===== config.mk =====
export PLATFORM = sky130hd
export DESIGN_NAME = uart_fifo
export DESIGN_NICKNAME = d
export VERILOG_FILES = /design/src/rtl/uart_fifo.sv
export SDC_FILE = /design/constraint.sdc
export NUM_CORES = 1
export LEC_CHECK = 0
export BUFFER_PORTS_ARGS = -buffer_cell sky130_fd_sc_hd__clkbuf_2
export CAP_MARGIN = 20
export CORE_UTILIZATION = 29
export DETAILED_ROUTE_END_ITERATION = 12
export SYNTH_ARGS = -nofsm -noshare
export SYNTH_HDL_FRONTEND = slang
export SYNTH_SLANG_ARGS = --single-unit
export TNS_END_PERCENT = 100

===== constraint.sdc =====
create_clock -name clk -period 3.6 [get_ports clk]
set_input_delay 0.72 -clock clk [delete_from_list [all_inputs] [get_ports clk]]
set_output_delay 0.72 -clock clk [all_outputs]
set_load 0.02 [all_outputs]

===== src/rtl/uart_fifo.sv =====
// 8N1 UART with 16-deep TX and RX byte FIFOs behind a req/ack host port.
// Define UART_FIFO_RX_SYNC_EN to pass rx through a 2-flop synchroniser.

module uart_fifo_buf #(
   parameter int AW = 4
) (
   input  logic       clk,
   input  logic       reset,
   input  logic       push,
   input  logic       pop,
   input  logic [7:0] wdata,
   output logic [7:0] rdata,
   output logic       full,
   output logic       empty
);
   localparam logic [AW:0] FULL_CNT = {1'b1, {AW{1'b0}}};

   logic [7:0]    mem_q [1 << AW];
   logic [AW-1:0] wptr_q, rptr_q;
   logic [AW:0]   cnt_q, cnt_d;
   logic          do_push, do_pop;

   assign full    = (cnt_q == FULL_CNT);
   assign empty   = (cnt_q == '0);
   assign do_push = push && !full;
   assign do_pop  = pop && !empty;
   assign rdata   = mem_q[rptr_q];

   always_comb begin
      cnt_d = cnt_q;
      case ({do_push, do_pop})
         2'b10:   cnt_d = cnt_q + 1'b1;
         2'b01:   cnt_d = cnt_q - 1'b1;
         default: cnt_d = cnt_q;
      endcase
   end

   always_ff @(posedge clk) begin
      if (reset) begin
         wptr_q <= '0;
         rptr_q <= '0;
         cnt_q  <= '0;
      end else begin
         if (do_push) wptr_q <= wptr_q + 1'b1;
         if (do_pop)  rptr_q <= rptr_q + 1'b1;
         cnt_q <= cnt_d;
      end
   end

   always_ff @(posedge clk) begin
      if (do_push) mem_q[wptr_q] <= wdata;
   end
endmodule

module uart_fifo #(
   parameter int CLOCK_DIV          = 8,
   parameter int CLOCK_COUNTER_BITS = 4,
   parameter int FIFO_DEPTH_BITS    = 4
) (
   input  logic       clk,
   input  logic       reset,
   input  logic       rx,
   output logic       tx,
   input  logic [7:0] data_in,
   output logic [7:0] data_out,
   input  logic       req,
   input  logic       nwr,
   output logic       ack,
   output logic       full,
   output logic       empty
);
   localparam logic [CLOCK_COUNTER_BITS-1:0] CNT_LAST = CLOCK_COUNTER_BITS'(CLOCK_DIV - 1);
   localparam logic [CLOCK_COUNTER_BITS-1:0] CNT_HALF = CLOCK_COUNTER_BITS'(CLOCK_DIV / 2 - 1);

   typedef enum logic [1:0] {S_IDLE, S_START, S_DATA, S_STOP} state_e;

   logic       ack_q;
   logic [7:0] data_out_q;
   logic       accept;
   logic       txf_push, txf_pop, txf_full, txf_empty;
   logic [7:0] txf_rdata;
   logic       rxf_push, rxf_pop, rxf_full, rxf_empty;
   logic [7:0] rxf_rdata;

   // one transfer per req assertion: a new request is only taken once ack has dropped
   assign accept   = req && !ack_q;
   assign txf_push = accept && !nwr && !txf_full;
   assign rxf_pop  = accept && nwr;

   always_ff @(posedge clk) begin
      if (reset) begin
         ack_q      <= 1'b0;
         data_out_q <= '0;
      end else begin
         if (accept)    ack_q <= 1'b1;
         else if (!req) ack_q <= 1'b0;
         if (rxf_pop && !rxf_empty) data_out_q <= rxf_rdata;
      end
   end

   uart_fifo_buf #(.AW(FIFO_DEPTH_BITS)) u_txf (
      .clk(clk), .reset(reset), .push(txf_push), .pop(txf_pop), .wdata(data_in),
      .rdata(txf_rdata), .full(txf_full), .empty(txf_empty)
   );

   state_e                        tx_state_q;
   logic [CLOCK_COUNTER_BITS-1:0] tx_cnt_q;
   logic [2:0]                    tx_bit_q;
   logic [7:0]                    tx_shift_q;
   logic                          tx_q;

   // a pending byte is taken from IDLE or at the very end of a stop bit (no idle gap)
   assign txf_pop = !txf_empty &&
                    ((tx_state_q == S_IDLE) || (tx_state_q == S_STOP && tx_cnt_q == CNT_LAST));

   always_ff @(posedge clk) begin
      if (reset) begin
         tx_state_q <= S_IDLE;
         tx_cnt_q   <= '0;
         tx_bit_q   <= '0;
         tx_shift_q <= '0;
         tx_q       <= 1'b1;
      end else begin
         tx_cnt_q <= (tx_state_q == S_IDLE || tx_cnt_q == CNT_LAST) ? '0 : tx_cnt_q + 1'b1;
         case (tx_state_q)
            S_IDLE: if (txf_pop) begin
               tx_state_q <= S_START;
               tx_shift_q <= txf_rdata;
               tx_q       <= 1'b0;
            end
            S_START: if (tx_cnt_q == CNT_LAST) begin
               tx_state_q <= S_DATA;
               tx_bit_q   <= '0;
               tx_q       <= tx_shift_q[0];
            end
            S_DATA: if (tx_cnt_q == CNT_LAST) begin
               if (tx_bit_q == 3'd7) begin
                  tx_state_q <= S_STOP;
                  tx_q       <= 1'b1;
               end else begin
                  tx_bit_q   <= tx_bit_q + 1'b1;
                  tx_shift_q <= tx_shift_q >> 1;
                  tx_q       <= tx_shift_q[1];
               end
            end
            S_STOP: if (tx_cnt_q == CNT_LAST) begin
               if (txf_pop) begin
                  tx_state_q <= S_START;
                  tx_shift_q <= txf_rdata;
                  tx_q       <= 1'b0;
               end else begin
                  tx_state_q <= S_IDLE;
               end
            end
            default: tx_state_q <= S_IDLE;
         endcase
      end
   end

   logic rx_s;
`ifdef UART_FIFO_RX_SYNC_EN
   logic [1:0] rx_sync_q;
   always_ff @(posedge clk) begin
      if (reset) rx_sync_q <= 2'b11;
      else       rx_sync_q <= {rx_sync_q[0], rx};
   end
   assign rx_s = rx_sync_q[1];
`else
   assign rx_s = rx;
`endif

   state_e                        rx_state_q;
   logic [CLOCK_COUNTER_BITS-1:0] rx_cnt_q;
   logic [2:0]                    rx_bit_q;
   logic [7:0]                    rx_shift_q;
   logic                          rx_prev_q;

   assign rxf_push = (rx_state_q == S_STOP) && (rx_cnt_q == CNT_LAST) && rx_s && !rxf_full;

   always_ff @(posedge clk) begin
      if (reset) begin
         rx_state_q <= S_IDLE;
         rx_cnt_q   <= '0;
         rx_bit_q   <= '0;
         rx_shift_q <= '0;
         rx_prev_q  <= 1'b1;
      end else begin
         rx_prev_q <= rx_s;
         rx_cnt_q  <= (rx_state_q == S_IDLE || rx_cnt_q == CNT_LAST) ? '0 : rx_cnt_q + 1'b1;
         case (rx_state_q)
            S_IDLE: if (rx_prev_q && !rx_s) rx_state_q <= S_START;
            // half a bit in: realign the counter so later samples land mid-bit
            S_START: if (rx_cnt_q == CNT_HALF) begin
               if (rx_s) begin
                  rx_state_q <= S_IDLE;
               end else begin
                  rx_state_q <= S_DATA;
                  rx_cnt_q   <= '0;
                  rx_bit_q   <= '0;
               end
            end
            S_DATA: if (rx_cnt_q == CNT_LAST) begin
               rx_shift_q <= {rx_s, rx_shift_q[7:1]};
               if (rx_bit_q == 3'd7) rx_state_q <= S_STOP;
               else                  rx_bit_q   <= rx_bit_q + 1'b1;
            end
            S_STOP: if (rx_cnt_q == CNT_LAST) rx_state_q <= S_IDLE;
            default: rx_state_q <= S_IDLE;
         endcase
      end
   end

   uart_fifo_buf #(.AW(FIFO_DEPTH_BITS)) u_rxf (
      .clk(clk), .reset(reset), .push(rxf_push), .pop(rxf_pop), .wdata(rx_shift_q),
      .rdata(rxf_rdata), .full(rxf_full), .empty(rxf_empty)
   );

   assign tx       = tx_q;
   assign ack      = ack_q;
   assign data_out = data_out_q;
   assign full     = txf_full;
   assign empty    = rxf_empty;
endmodule


==> results.json <==
{
  "power.clock.fraction_pct": 39.3,
  "synth_seq_cells": 331,
  "wire_per_inst_um": 17.1,
  "worstRegToRegCells": 11,
  "tritoncts": "built",
  "yosysMostFrequentCell": "edfxtp_1",
  "yosys_warnings": 0,
  "critical_path_required_ns": 4.00,
  "start_util_pct": 29.5,
  "die_h_um": 217,
  "grt_pass1_wl_mm": 40.9,
  "grt_max_degree": 44,
  "postLayoutCoreUtil_pct": 34.2,
  "io_buffers": 24,
  "dp_slack_ns": 0.308,
  "seqPwrFrac_pct": 45.0,
  "grt_use_met1_pct": 15.6,
  "cts-resized-gates": 0,
  "r2r_setup_slack_ns": 0.41,
  "finalSetupTns_ns": 0,
  "area_growth_syn_to_layout_pct": 15.8,
  "crit_fanout": 10,
  "drtAntennaViolNets": 0,
  "top_usage_layer": "met2",
  "wl_mm": 25.9,
  "synthTopCellsByCount": "edfxtp_1 (256), nor2_1 (80), dfxtp_1 (75)",
  "worstHoldEndpoint": "tx_cnt_q[0]$_SDFF_PP0_",
  "antenna_found_initial": 0,
  "dpl.hpwl_mm": 16.7,
  "max_slew.worst_pin.slew_ns": 0.993,
  "syn-cell-area_mm2": 0.0134,
  "switching_share_pct": 25.3,
  "setup_ws_ns": 0.410,
  "ys_seq_area_share_pct": 68.3,
  "ctsHoldBuffers": 0,
  "clock-skew-final_ns": 0.0226,
  "syn_nets": 885,
  "power_density_mw_per_mm2": 621,
  "drtIter0Drc": 447,
  "critPathTopFamily": "adder cells",
  "rsz0062_at_grt": "false",
  "synth_area_per_cell_um2": 16.0,
  "hold_path_depth": 1,
  "min_from": "tx_cnt_q[0]$_SDFF_PP0_",
  "hold_violations": 0,
  "fmax_mhz": 313,
  "syn_inst": 841,
  "synthDistinctLibCells": 60,
  "hold_path_class": "register to register",
  "fin_crit_sh_pct": 88.6,
  "synth_edf_count": 256,
  "p_comb_share_pct": 15.8,
  "num_vias": 7115,
  "place_congestion": 0.730,
  "finalSetupViolCount": 0,
  "dieWidth_um": 217,
  "cp-start-kind": "register",
  "post_cts_buffers": 0,
  "ys.flop_type": "edfxtp_1",
  "worstPathCellList": "ha_1 -> nand4b_1 -> a22oi_1 -> ha_1 -> xor2_1 -> ha_1 -> nor2_1 -> nor3b_1 -> o21ai_0 -> a31oi_1 -> mux2_2",
  "drc": 0,
  "holdWs_ns": 0.447,
  "die_area_mm2": 0.0472,
  "worstPathArrival_ns": 3.59,
  "path_buf_inv": 0,
  "synth_top_area_share_pct": 57.2,
  "cpPeakStageDelay_ns": 0.51,
  "cts_max_level": 2,
  "peakVddDrop_v": 0.000303,
  "grtUsageMet2_pct": 17.7,
  "grt_pass1_vias": 7198,
  "cts_sinks": 331,
  "reg2reg_from": "tx_state_q[0]$_SDFFE_PP0P_",
  "drive_gt1_share_pct": 20.6,
  "synth_area_leaders": "edfxtp_1 (57%), dfxtp_1 (11%), mux4_2 (11%)",
  "crit_type": "register to register",
  "numCtsBuffers": 36,
  "async_reset_ff_share_pct": 0,
  "period_needed_ns": 3.19,
  "p_leak_nw": 5.06,
  "final_max_slew_viol_count": 0,
  "cts_root_buffer": "clkbuf_16",
  "p_sw_mw": 2.45,
  "overflow": 0,
  "synth_area_leader_cell": "edfxtp_1",
  "gr-usage-met3_pct": 2.07,
  "fin_nets": 932,
  "diodes": 0,
  "p_total_mw": 9.67,
  "dr.pass1.iters": 4,
  "clock_latency_ns": 0.53,
  "ios": 25,
  "grt_use_total_pct": 11.2,
  "vias_per_cell": 4.70,
  "coreArea_mm2": 0.0456,
  "end_kind": "register",
  "num_rows": 78,
  "clk_path_buf_depth": 3,
  "max_slew_margin_pct": 33.4,
  "cp_slowest_cell": "a22oi_1",
  "crit_top_cell": "ha_1",
  "status": "finished, final reports clean",
  "r2r_end": "u_txf.cnt_q[4]$_SDFFE_PP0P_",
  "clkTransAtPathRegs_ns": 0.06,
  "p_int_mw": 7.22,
  "maxCapViolCount": 0
}
==> metal layers <==
| layer | vias to the layer above | part of all wire [%] | wire length, µm |
|---|---|---|---|
| met2 | 127 | 47 | 12100 |
| met5 | - | 0 | 0 |
| met3 | 38 | 4.1 | 1060 |
| li1 | 3343 | - | - |
| met4 | 0 | 2.2 | 565 |
| met1 | 3607 | 47 | 12200 |
==> stage by stage <==
step	area, µm²	cells
3_5_place_dp	14300	1450
4_1_cts	15600	1514
6_report	15600	1514
5_1_grt	15600	1514
3_3_place_gp	14300	1450
2_1_floorplan	13400	841
==> cells in the final DEF (no fill, tap or decap), types with 7 or more instances in the layout <==
| master | instances |
|---|---|
| edfxtp_1 | 256 |
| nor2_1 | 80 |
| dfxtp_1 | 73 |
| mux4_2 | 63 |
| a21oi_1 | 39 |
| clkbuf_16 | 36 |
| a22oi_1 | 33 |
| ha_1 | 30 |
| buf_4 | 27 |
| nand2_1 | 25 |
| clkbuf_2 | 24 |
| inv_1 | 22 |
| nor3_1 | 19 |
| and2_1 | 17 |
| mux2i_1 | 17 |
| xor2_1 | 15 |
| o21ai_0 | 13 |
| nor2b_1 | 8 |
| a211oi_1 | 7 |
| xnor2_1 | 7 |
==> logic make-up (layout without fill, tap and decap cells) <==
| family | after synthesis | after routing | share of synthesized area [%] |
|---|---|---|---|
| AOI/OAI and AO/OA | 112 | 112 | 5.61 |
| muxes | 82 | 82 | 12.0 |
| adders and majority gates | 31 | 31 | 2.94 |
| buffers and inverters | 66 | 139 | 2.21 |
| DFF | 331 | 331 | 68.3 |
| xor gates and xnor gates | 22 | 22 | 1.43 |
| and+or+nand+nor | 197 | 197 | 7.50 |
==> flip-flops by register name, indices dropped and copies added (netlist names), 5 cells and up, named ones only <==
name,cells
rx_shift_q,8
u_rxf.cnt_q,5
u_txf.mem_q,128
u_txf.cnt_q,5
u_rxf.mem_q,128
tx_shift_q,8
data_out,8
==> how the worst max path moves through the flow <==
stage / slack (ns) / startpoint / cells past startpoint / endpoint
5_1_grt: 0.13 / tx_state_q[0]$_SDFFE_PP0P_ / 12 / u_txf.cnt_q[4]$_SDFFE_PP0P_
4_1_cts: 0.40 / tx_state_q[0]$_SDFFE_PP0P_ / 11 / u_txf.cnt_q[4]$_SDFFE_PP0P_
2_1_floorplan: 0.54 / req / 12 / u_rxf.cnt_q[4]$_SDFFE_PP0P_
6_report: 0.41 / tx_state_q[0]$_SDFFE_PP0P_ / 11 / u_txf.cnt_q[4]$_SDFFE_PP0P_
3_3_place_gp: 0.42 / nwr / 12 / u_rxf.cnt_q[4]$_SDFFE_PP0P_
3_5_place_dp: 0.31 / nwr / 12 / u_rxf.cnt_q[4]$_SDFFE_PP0P_
==> power by group through the flow <==
| stage | Combinational [mW] | Clock (mW) | Sequential [mW] |
|---|---|---|---|
| after detailed placement | 1.53 | 0 | 4.43 |
| final | 1.52 | 3.80 | 4.35 |
| after floorplan | 1.24 | 0 | 4.36 |
| after global placement | 1.51 | 0 | 4.42 |
| after global routing | 1.71 | 4.05 | 4.37 |
| after CTS | 1.54 | 3.90 | 4.35 |
==> final cells by class <==
type | count | area (µm²)
Clock inverter | 23 | 308
Inverter | 23 | 86.3
Multi-Input combinational cell | 444 | 3960
Clock buffer | 41 | 930
Timing Repair Buffer | 52 | 343
Tap cell | 600 | 751
Fill cell | 4272 | 30000
Sequential cell | 331 | 9190
Note: power is estimated with default switching activity, not from simulation.
